## src/rtl/vga_palette_ctrl_if.sv

```systemverilog
// rtl/vga_palette_ctrl_if.sv - button/mode inputs and VGA outputs of the palette controller
interface vga_palette_ctrl_if #(
  parameter int COLOR_W = 4
);
  logic               BTN_NEXT;
  logic               BTN_PREV;
  logic               MODE;
  logic [COLOR_W-1:0] VGA_R;
  logic [COLOR_W-1:0] VGA_G;
  logic [COLOR_W-1:0] VGA_B;
  logic               VGA_HSYNC;
  logic               VGA_VSYNC;

  modport master (
    output BTN_NEXT, BTN_PREV, MODE,
    input  VGA_R, VGA_G, VGA_B, VGA_HSYNC, VGA_VSYNC
  );

  modport slave (
    input  BTN_NEXT, BTN_PREV, MODE,
    output VGA_R, VGA_G, VGA_B, VGA_HSYNC, VGA_VSYNC
  );
endinterface

```

## src/rtl/vga_palette_ctrl.sv

```systemverilog
// rtl/vga_palette_ctrl.sv - VGA timing generator showing a button-selected palette entry
// as a solid field or as rotating vertical bars; selection changes only at frame start.
module vga_palette_ctrl #(
  parameter int COLOR_W      = 4,
  parameter int N_COLORS     = 8,
  parameter int DEBOUNCE_CYC = 500_000,
  parameter int H_VIS        = 640,
  parameter int H_FP         = 16,
  parameter int H_PW         = 96,
  parameter int H_BP         = 48,
  parameter int V_VIS        = 480,
  parameter int V_FP         = 10,
  parameter int V_PW         = 2,
  parameter int V_BP         = 33
) (
  input logic               CLK50MHZ,
  input logic               RST,
  vga_palette_ctrl_if.slave bus
);
  localparam int H_TOT = H_VIS + H_FP + H_PW + H_BP;
  localparam int V_TOT = V_VIS + V_FP + V_PW + V_BP;
  localparam int HW    = $clog2(H_TOT);
  localparam int VW    = $clog2(V_TOT);
  localparam int DW    = $clog2(DEBOUNCE_CYC + 1);
  localparam int BAR_W = H_VIS / N_COLORS;
  localparam int BW    = $clog2(BAR_W + 1);

  logic          phase;
  logic [HW-1:0] h;
  logic [VW-1:0] v;
  logic [2:0]    bar_idx;
  logic [BW-1:0] bar_px;
  logic          h_last;
  logic          v_last;
  logic          frame_start;

  assign h_last      = (h == HW'(H_TOT - 1));
  assign v_last      = (v == VW'(V_TOT - 1));
  assign frame_start = (h == '0) && (v == '0);

  // phase is the pixel enable itself: high every second clock, low right after reset
  always_ff @(posedge CLK50MHZ or negedge RST) begin
    if (!RST) begin
      phase   <= 1'b0;
      h       <= '0;
      v       <= '0;
      bar_idx <= '0;
      bar_px  <= '0;
    end else begin
      phase <= ~phase;
      if (phase) begin
        if (h_last) begin
          h       <= '0;
          bar_idx <= '0;
          bar_px  <= '0;
          v       <= v_last ? '0 : v + 1'b1;
        end else begin
          h <= h + 1'b1;
          if (bar_idx != 3'(N_COLORS - 1)) begin
            if (bar_px == BW'(BAR_W - 1)) begin
              bar_px  <= '0;
              bar_idx <= bar_idx + 1'b1;
            end else begin
              bar_px <= bar_px + 1'b1;
            end
          end
        end
      end
    end
  end

  logic [1:0]    raw;
  logic [1:0]    sync1;
  logic [1:0]    sync2;
  logic [1:0]    accepted;
  logic [1:0]    armed;
  logic [1:0]    pulse;
  logic [1:0]    primed;
  logic [DW-1:0] cnt [2];

  assign raw = {bus.BTN_PREV, bus.BTN_NEXT};

  // A button only arms once it has been seen released after reset, so one held
  // through reset cannot produce a press until it is let go and pressed again.
  always_ff @(posedge CLK50MHZ or negedge RST) begin
    if (!RST) begin
      sync1    <= '0;
      sync2    <= '0;
      accepted <= '0;
      armed    <= '0;
      pulse    <= '0;
      primed   <= '0;
      cnt[0]   <= '0;
      cnt[1]   <= '0;
    end else begin
      primed <= {primed[0], 1'b1};
      sync1  <= raw;
      sync2  <= sync1;
      for (int i = 0; i < 2; i++) begin
        pulse[i] <= 1'b0;
        if (primed[1] && !sync2[i])
          armed[i] <= 1'b1;
        if (sync2[i] != accepted[i]) begin
          if (cnt[i] == DW'(DEBOUNCE_CYC - 1)) begin
            cnt[i]      <= '0;
            accepted[i] <= sync2[i];
            pulse[i]    <= sync2[i] & armed[i];
          end else begin
            cnt[i] <= cnt[i] + 1'b1;
          end
        end else begin
          cnt[i] <= '0;
        end
      end
    end
  end

  logic [2:0] pend;
  logic [2:0] disp;
  logic       mode_q;

  always_ff @(posedge CLK50MHZ or negedge RST) begin
    if (!RST) begin
      pend   <= '0;
      disp   <= '0;
      mode_q <= 1'b0;
    end else begin
      if (pulse[0] && !pulse[1])
        pend <= (pend == 3'(N_COLORS - 1)) ? 3'd0 : pend + 1'b1;
      else if (pulse[1] && !pulse[0])
        pend <= (pend == 3'd0) ? 3'(N_COLORS - 1) : pend - 1'b1;
      if (phase && frame_start) begin
        disp   <= pend;
        mode_q <= bus.MODE;
      end
    end
  end

  logic [2:0] idx_eff;
  logic       mode_eff;
  logic [3:0] bar_sum;
  logic [3:0] bar_wrap;
  logic [2:0] entry;
  logic       visible;
  logic       hs_low;
  logic       vs_low;

  // Pixel (0,0) already shows the value being loaded, so the whole frame is uniform.
  always_comb begin
    idx_eff  = frame_start ? pend : disp;
    mode_eff = frame_start ? bus.MODE : mode_q;
    bar_sum  = {1'b0, idx_eff} + {1'b0, bar_idx};
    bar_wrap = (bar_sum >= 4'(N_COLORS)) ? bar_sum - 4'(N_COLORS) : bar_sum;
    entry    = mode_eff ? bar_wrap[2:0] : idx_eff;
    visible  = (h < HW'(H_VIS)) && (v < VW'(V_VIS));
    hs_low   = (h >= HW'(H_VIS + H_FP)) && (h <= HW'(H_VIS + H_FP + H_PW - 1));
    vs_low   = (v >= VW'(V_VIS + V_FP)) && (v <= VW'(V_VIS + V_FP + V_PW - 1));
  end

  always_ff @(posedge CLK50MHZ or negedge RST) begin
    if (!RST) begin
      bus.VGA_R     <= '0;
      bus.VGA_G     <= '0;
      bus.VGA_B     <= '0;
      bus.VGA_HSYNC <= 1'b1;
      bus.VGA_VSYNC <= 1'b1;
    end else begin
      bus.VGA_R     <= {COLOR_W{visible & entry[0]}};
      bus.VGA_G     <= {COLOR_W{visible & entry[1]}};
      bus.VGA_B     <= {COLOR_W{visible & entry[2]}};
      bus.VGA_HSYNC <= ~hs_low;
      bus.VGA_VSYNC <= ~vs_low;
    end
  end
endmodule

```

## src/flat_wrapper.sv

```systemverilog
// flat-port wrapper written by rule: the top's interface ports become plain ports
module vga_palette_ctrl_flat 
#(
  parameter int COLOR_W      = 4,
  parameter int N_COLORS     = 8,
  parameter int DEBOUNCE_CYC = 500_000,
  parameter int H_VIS        = 640,
  parameter int H_FP         = 16,
  parameter int H_PW         = 96,
  parameter int H_BP         = 48,
  parameter int V_VIS        = 480,
  parameter int V_FP         = 10,
  parameter int V_PW         = 2,
  parameter int V_BP         = 33
)
  (CLK50MHZ, RST, bus_BTN_NEXT, bus_BTN_PREV, bus_MODE, bus_VGA_R, bus_VGA_G, bus_VGA_B, bus_VGA_HSYNC, bus_VGA_VSYNC);
  vga_palette_ctrl_if #(.COLOR_W(COLOR_W)) bus_i ();
  input logic CLK50MHZ;
  input logic RST;
  input wire logic [$bits(bus_i.BTN_NEXT)-1:0] bus_BTN_NEXT;
  input wire logic [$bits(bus_i.BTN_PREV)-1:0] bus_BTN_PREV;
  input wire logic [$bits(bus_i.MODE)-1:0] bus_MODE;
  output wire logic [$bits(bus_i.VGA_R)-1:0] bus_VGA_R;
  output wire logic [$bits(bus_i.VGA_G)-1:0] bus_VGA_G;
  output wire logic [$bits(bus_i.VGA_B)-1:0] bus_VGA_B;
  output wire logic [$bits(bus_i.VGA_HSYNC)-1:0] bus_VGA_HSYNC;
  output wire logic [$bits(bus_i.VGA_VSYNC)-1:0] bus_VGA_VSYNC;
  assign bus_i.BTN_NEXT = bus_BTN_NEXT;
  assign bus_i.BTN_PREV = bus_BTN_PREV;
  assign bus_i.MODE = bus_MODE;
  assign bus_VGA_R = bus_i.VGA_R;
  assign bus_VGA_G = bus_i.VGA_G;
  assign bus_VGA_B = bus_i.VGA_B;
  assign bus_VGA_HSYNC = bus_i.VGA_HSYNC;
  assign bus_VGA_VSYNC = bus_i.VGA_VSYNC;
  vga_palette_ctrl #(.COLOR_W(COLOR_W), .N_COLORS(N_COLORS), .DEBOUNCE_CYC(DEBOUNCE_CYC), .H_VIS(H_VIS), .H_FP(H_FP), .H_PW(H_PW), .H_BP(H_BP), .V_VIS(V_VIS), .V_FP(V_FP), .V_PW(V_PW), .V_BP(V_BP)) u_core (.CLK50MHZ(CLK50MHZ), .RST(RST), .bus(bus_i));
endmodule
```

## config.mk

```make
export PLATFORM = sky130hd
export DESIGN_NAME = vga_palette_ctrl_flat
export DESIGN_NICKNAME = d
export VERILOG_FILES = /design/src/rtl/vga_palette_ctrl_if.sv /design/src/rtl/vga_palette_ctrl.sv /design/src/flat_wrapper.sv
export SDC_FILE = /design/constraint.sdc
export NUM_CORES = 1
export LEC_CHECK = 0
export BUFFER_PORTS_ARGS = -buffer_cell sky130_fd_sc_hd__buf_2
export CAP_MARGIN = 15
export CORE_MARGIN = 2
export CORE_UTILIZATION = 38
export CTS_BUF_LIST = sky130_fd_sc_hd__clkbuf_4 sky130_fd_sc_hd__clkbuf_8 sky130_fd_sc_hd__clkbuf_16
export DETAILED_ROUTE_END_ITERATION = 8
export MAX_ROUTING_LAYER = met4
export PLACE_DENSITY = 0.64
export SLEW_MARGIN = 20
export SYNTH_ARGS = -nofsm -noshare
export SYNTH_HDL_FRONTEND = slang
export SYNTH_SLANG_ARGS = --single-unit
export TNS_END_PERCENT = 20
```

## constraint.sdc

```tcl
create_clock -name CLK50MHZ -period 2.8 [get_ports CLK50MHZ]
set_input_delay 0.56 -clock CLK50MHZ [delete_from_list [all_inputs] [get_ports CLK50MHZ]]
set_output_delay 0.56 -clock CLK50MHZ [all_outputs]
set_load 0.005 [all_outputs]
```

==> results.json <==
{
  "status": "complete, but fails checks",
  "violations": "setup timing",
  "wl_per_cell_um": 13.1,
  "ant_nets": 0,
  "clockRootBuffer": "clkbuf_16",
  "drt_iter0_drc": 134,
  "period_needed_ns": 2.86,
  "post-place-ws_ns": -0.0129,
  "gr-total-overflow": 0,
  "synth_compound_area_share_pct": 6.39,
  "tightest_slew_ns": 0.616,
  "grt_first_pass_wirelength_um": 14700,
  "rr_endpoint": "u_core.bus.VGA_B[0]$_DFF_PN0_",
  "r2r_cells": 12,
  "dieWidth_um": 115,
  "r2r_start": "u_core.h[1]$_DFFE_PN0P_",
  "cp-start-kind": "flip-flop",
  "hp-class": "input port to async pin",
  "syn_avg_cell_area_sq_um": 10.2,
  "rows": 40,
  "drt_wl_total_um": 8420,
  "synth_ff_type": "dfrtp_1",
  "num_vias": 3319,
  "cts_buffers": 9,
  "grt_pass1_vias": 3168,
  "cts_buffer_depth": 2,
  "setup_violations": 1,
  "vdd_drop_max_mv": 0.342,
  "drt-vias-per-instance": 5.16,
  "synth_edf_count": 0,
  "p_total_mw": 2.54,
  "grt_max_degree": 49,
  "async_flop_share_pct": 100,
  "powerDensity_mw_per_mm2": 475,
  "syn_area_sq_mm": 0.00468,
  "synthMuxAreaShare_pct": 2.99,
  "ctsHoldBuffers": 0,
  "synth-adder-area-share_pct": 4.70,
  "clock-sinks": 93,
  "core_sq_mm": 0.0120,
  "holdWs_ns": 0.235,
  "synth_top_family_by_area": "simple AND/OR/NAND/NOR gates",
  "rsz0062_at_grt": "true",
  "die_y_um": 115,
  "ys_warn_count": 0,
  "crit_fanout": 3,
  "synthXorXnorAreaFrac_pct": 9.35,
  "cts_tree": "yes",
  "drive_above_1_share_pct": 16.3,
  "ys_seq_area_share_pct": 49.8,
  "worstSetupPathType": "flip-flop to flip-flop",
  "dr.pass1.iters": 4,
  "initial_core_util_pct": 39.0,
  "dpl.hpwl_um": 5960,
  "post-route-period-util_pct": 102,
  "slew_viol_final": 0,
  "maxCapViolCount": 0,
  "antenna_found_initial": 0,
  "fin_worst_skew_ns": 0.00465,
  "yosysTopAreaCell": "dfrtp_1",
  "synth_top_cell_area_share_pct": 48.6,
  "diodes": 0,
  "io_pins": 19,
  "cp.arrival_ns": 3.08,
  "fmax_ghz": 0.349,
  "layout_setup_ws_ns": -0.0618,
  "syn_nets": 483,
  "leakagePower_nw": 2.43,
  "die-area_sq_mm": 0.0132,
  "clkTransAtPathRegs_ns": 0.06,
  "synthTopCellsByCount": "dfrtp_1 (91), nor2_1 (56), nand2_1 (41)",
  "syn_to_final_growth_pct": 14.0,
  "cp-end-kind": "flip-flop",
  "drc": 0,
  "r2r_setup_slack_ns": -0.06,
  "gp_congestion": 0.775,
  "syn_inst": 461,
  "synthSimpleGateAreaFrac_pct": 22.7,
  "clk_latency_ns": 0.34,
  "nNetsFinal": 514,
  "finalHoldViolations": 0,
  "h-tree-depth": 3,
  "synthTopCellsByArea": "dfrtp_1 (49%), xor2_1 (4.9%), nor2_1 (4.5%), xnor2_1 (4.5%), ha_1 (4.3%)",
  "track_usage_pct": 14.3,
  "cp_data_required_time_ns": 3.02,
  "synth.most_common_cell": "dfrtp_1",
  "ys_seq_elements": 93,
  "port_buffers": 18,
  "yosysUniqueCellTypes": 50,
  "slew-limit-headroom_pct": 58.9
}
per-stage QoR:
stage / utilization (%) / setup TNS, ns / area (sq um) / cells
floorplan: - / -0.0413 / 4690 / 461
global placement: 41.7 / 0 / 5000 / 625
detailed placement: 41.7 / -0.0129 / 5000 / 625
CTS: 43.9 / -0.0279 / 5280 / 640
global route: 44.4 / -0.243 / 5340 / 643
finish: 44.4 / -0.0618 / 5340 / 643
cell type report:
| type | instances | area [sq um] |
|---|---|---|
| repair buffers | 40 | 270 |
| fillers | 1120 | 6670 |
| well taps | 147 | 184 |
| multi-input cells | 331 | 2220 |
| clock inverters | 2 | 10.0 |
| clock buffers | 13 | 262 |
| inverters | 17 | 63.8 |
| flip-flops and latches | 93 | 2330 |
logic make-up after synthesis:
| logic type | Yosys count |
|---|---|
| flops | 93 |
| other cells | 1 |
| buf+inv | 37 |
| mux | 13 |
| fa+ha+maj | 17 |
| simple gates | 202 |
| xor+xnor | 50 |
| compound gates | 48 |
worst max-delay path by stage:
stage	from	slack (ns)	endpoint	depth (start not counted)
detailed placement	u_core.h[0]$_DFFE_PN0P_	-0.01	u_core.bus.VGA_B[0]$_DFF_PN0_	12
global route	u_core.h[0]$_DFFE_PN0P_	-0.21	u_core.bus.VGA_B[0]$_DFF_PN0_	12
floorplan	u_core.h[0]$_DFFE_PN0P_	-0.04	u_core.bus.VGA_B[0]$_DFF_PN0_	12
global placement	u_core.h[0]$_DFFE_PN0P_	0.04	u_core.bus.VGA_B[0]$_DFF_PN0_	12
CTS	u_core.h[0]$_DFFE_PN0P_	-0.03	u_core.bus.VGA_B[0]$_DFF_PN0_	12
finish	u_core.h[1]$_DFFE_PN0P_	-0.06	u_core.bus.VGA_B[0]$_DFF_PN0_	12
cell usage in the layout, fill, tap and decap left out, types with 3 or more instances in the layout:
| cell | netlist | final |
|---|---|---|
| o21ai_0 | 21 | 21 |
| nand4_1 | 12 | 12 |
| a31oi_1 | 3 | 3 |
| and4b_1 | 4 | 4 |
| and2_1 | 5 | 5 |
| mux2_2 | 8 | 7 |
| nand2_1 | 41 | 41 |
| clkbuf_4 | 0 | 3 |
| inv_1 | 17 | 15 |
| nand3_1 | 30 | 30 |
| mux2i_1 | 5 | 5 |
| a21o_1 | 3 | 3 |
| a21oi_1 | 5 | 5 |
| clkbuf_16 | 0 | 9 |
| nor2b_1 | 4 | 4 |
| dfrtp_1 | 91 | 91 |
| and3_1 | 7 | 7 |
| ha_1 | 16 | 14 |
| nor4_1 | 8 | 7 |
| nor3_1 | 12 | 12 |
| a211oi_1 | 5 | 4 |
| o31ai_1 | 4 | 4 |
| buf_2 | 4 | 17 |
| xnor2_1 | 24 | 23 |
| xor2_1 | 26 | 26 |
| or4_1 | 3 | 3 |
| buf_4 | 9 | 22 |
| nor2_1 | 56 | 56 |
| and4_1 | 7 | 7 |
layer usage:
| metal | routed length (um) | up-vias | track usage (%) |
|---|---|---|---|
| met5 | 0 | - | - |
| met4 | 126 | 0 | 5.22 |
| met3 | 271 | 12 | 3.95 |
| met2 | 3900 | 51 | 21.8 |
| met1 | 4120 | 1607 | 18.3 |
| li1 | - | 1649 | - |
worst max-delay path: stages (launching register included):
cell and delay (ns):
dfrtp_1 0.40, inv_2 0.08, ha_4 0.12, or4b_4 0.47
nor3_4 0.25, mux2_4 0.33, ha_4 0.16, fa_2 0.34
xor2_1 0.17, nand2_1 0.11, xnor2_2 0.14, nor2_1 0.13
a211oi_2 0.04
sequential cells by signal, summed over array words and instances (netlist names), 2 cells and up:
name	cells
u_core.disp	3
u_core.h	10
u_core.sync2	2
u_core.pulse	2
u_core.bar_px	7
u_core.cnt	38
u_core.v	10
u_core.sync1	2
u_core.pend	3
u_core.accepted	2
u_core.armed	2
u_core.primed	2
u_core.bar_idx	3
power by group:
group,switching (mW),leakage (nW),internal (mW),total (mW)
Combinational,0.0425,1.06,0.0145,0.0570
Clock,0.466,0.140,0.648,1.11
Sequential,0.0106,1.24,1.36,1.37
repair_timing:
item / 4_1_cts / 5_1_grt
endpoints found under the setup margin: 1 / 2
gates cloned: 0 / 0
pin swaps: 0 / 6
gates resized for setup: 0 / 7
buffers inserted: 0 / 3
Power figures use the tool's default switching activity.
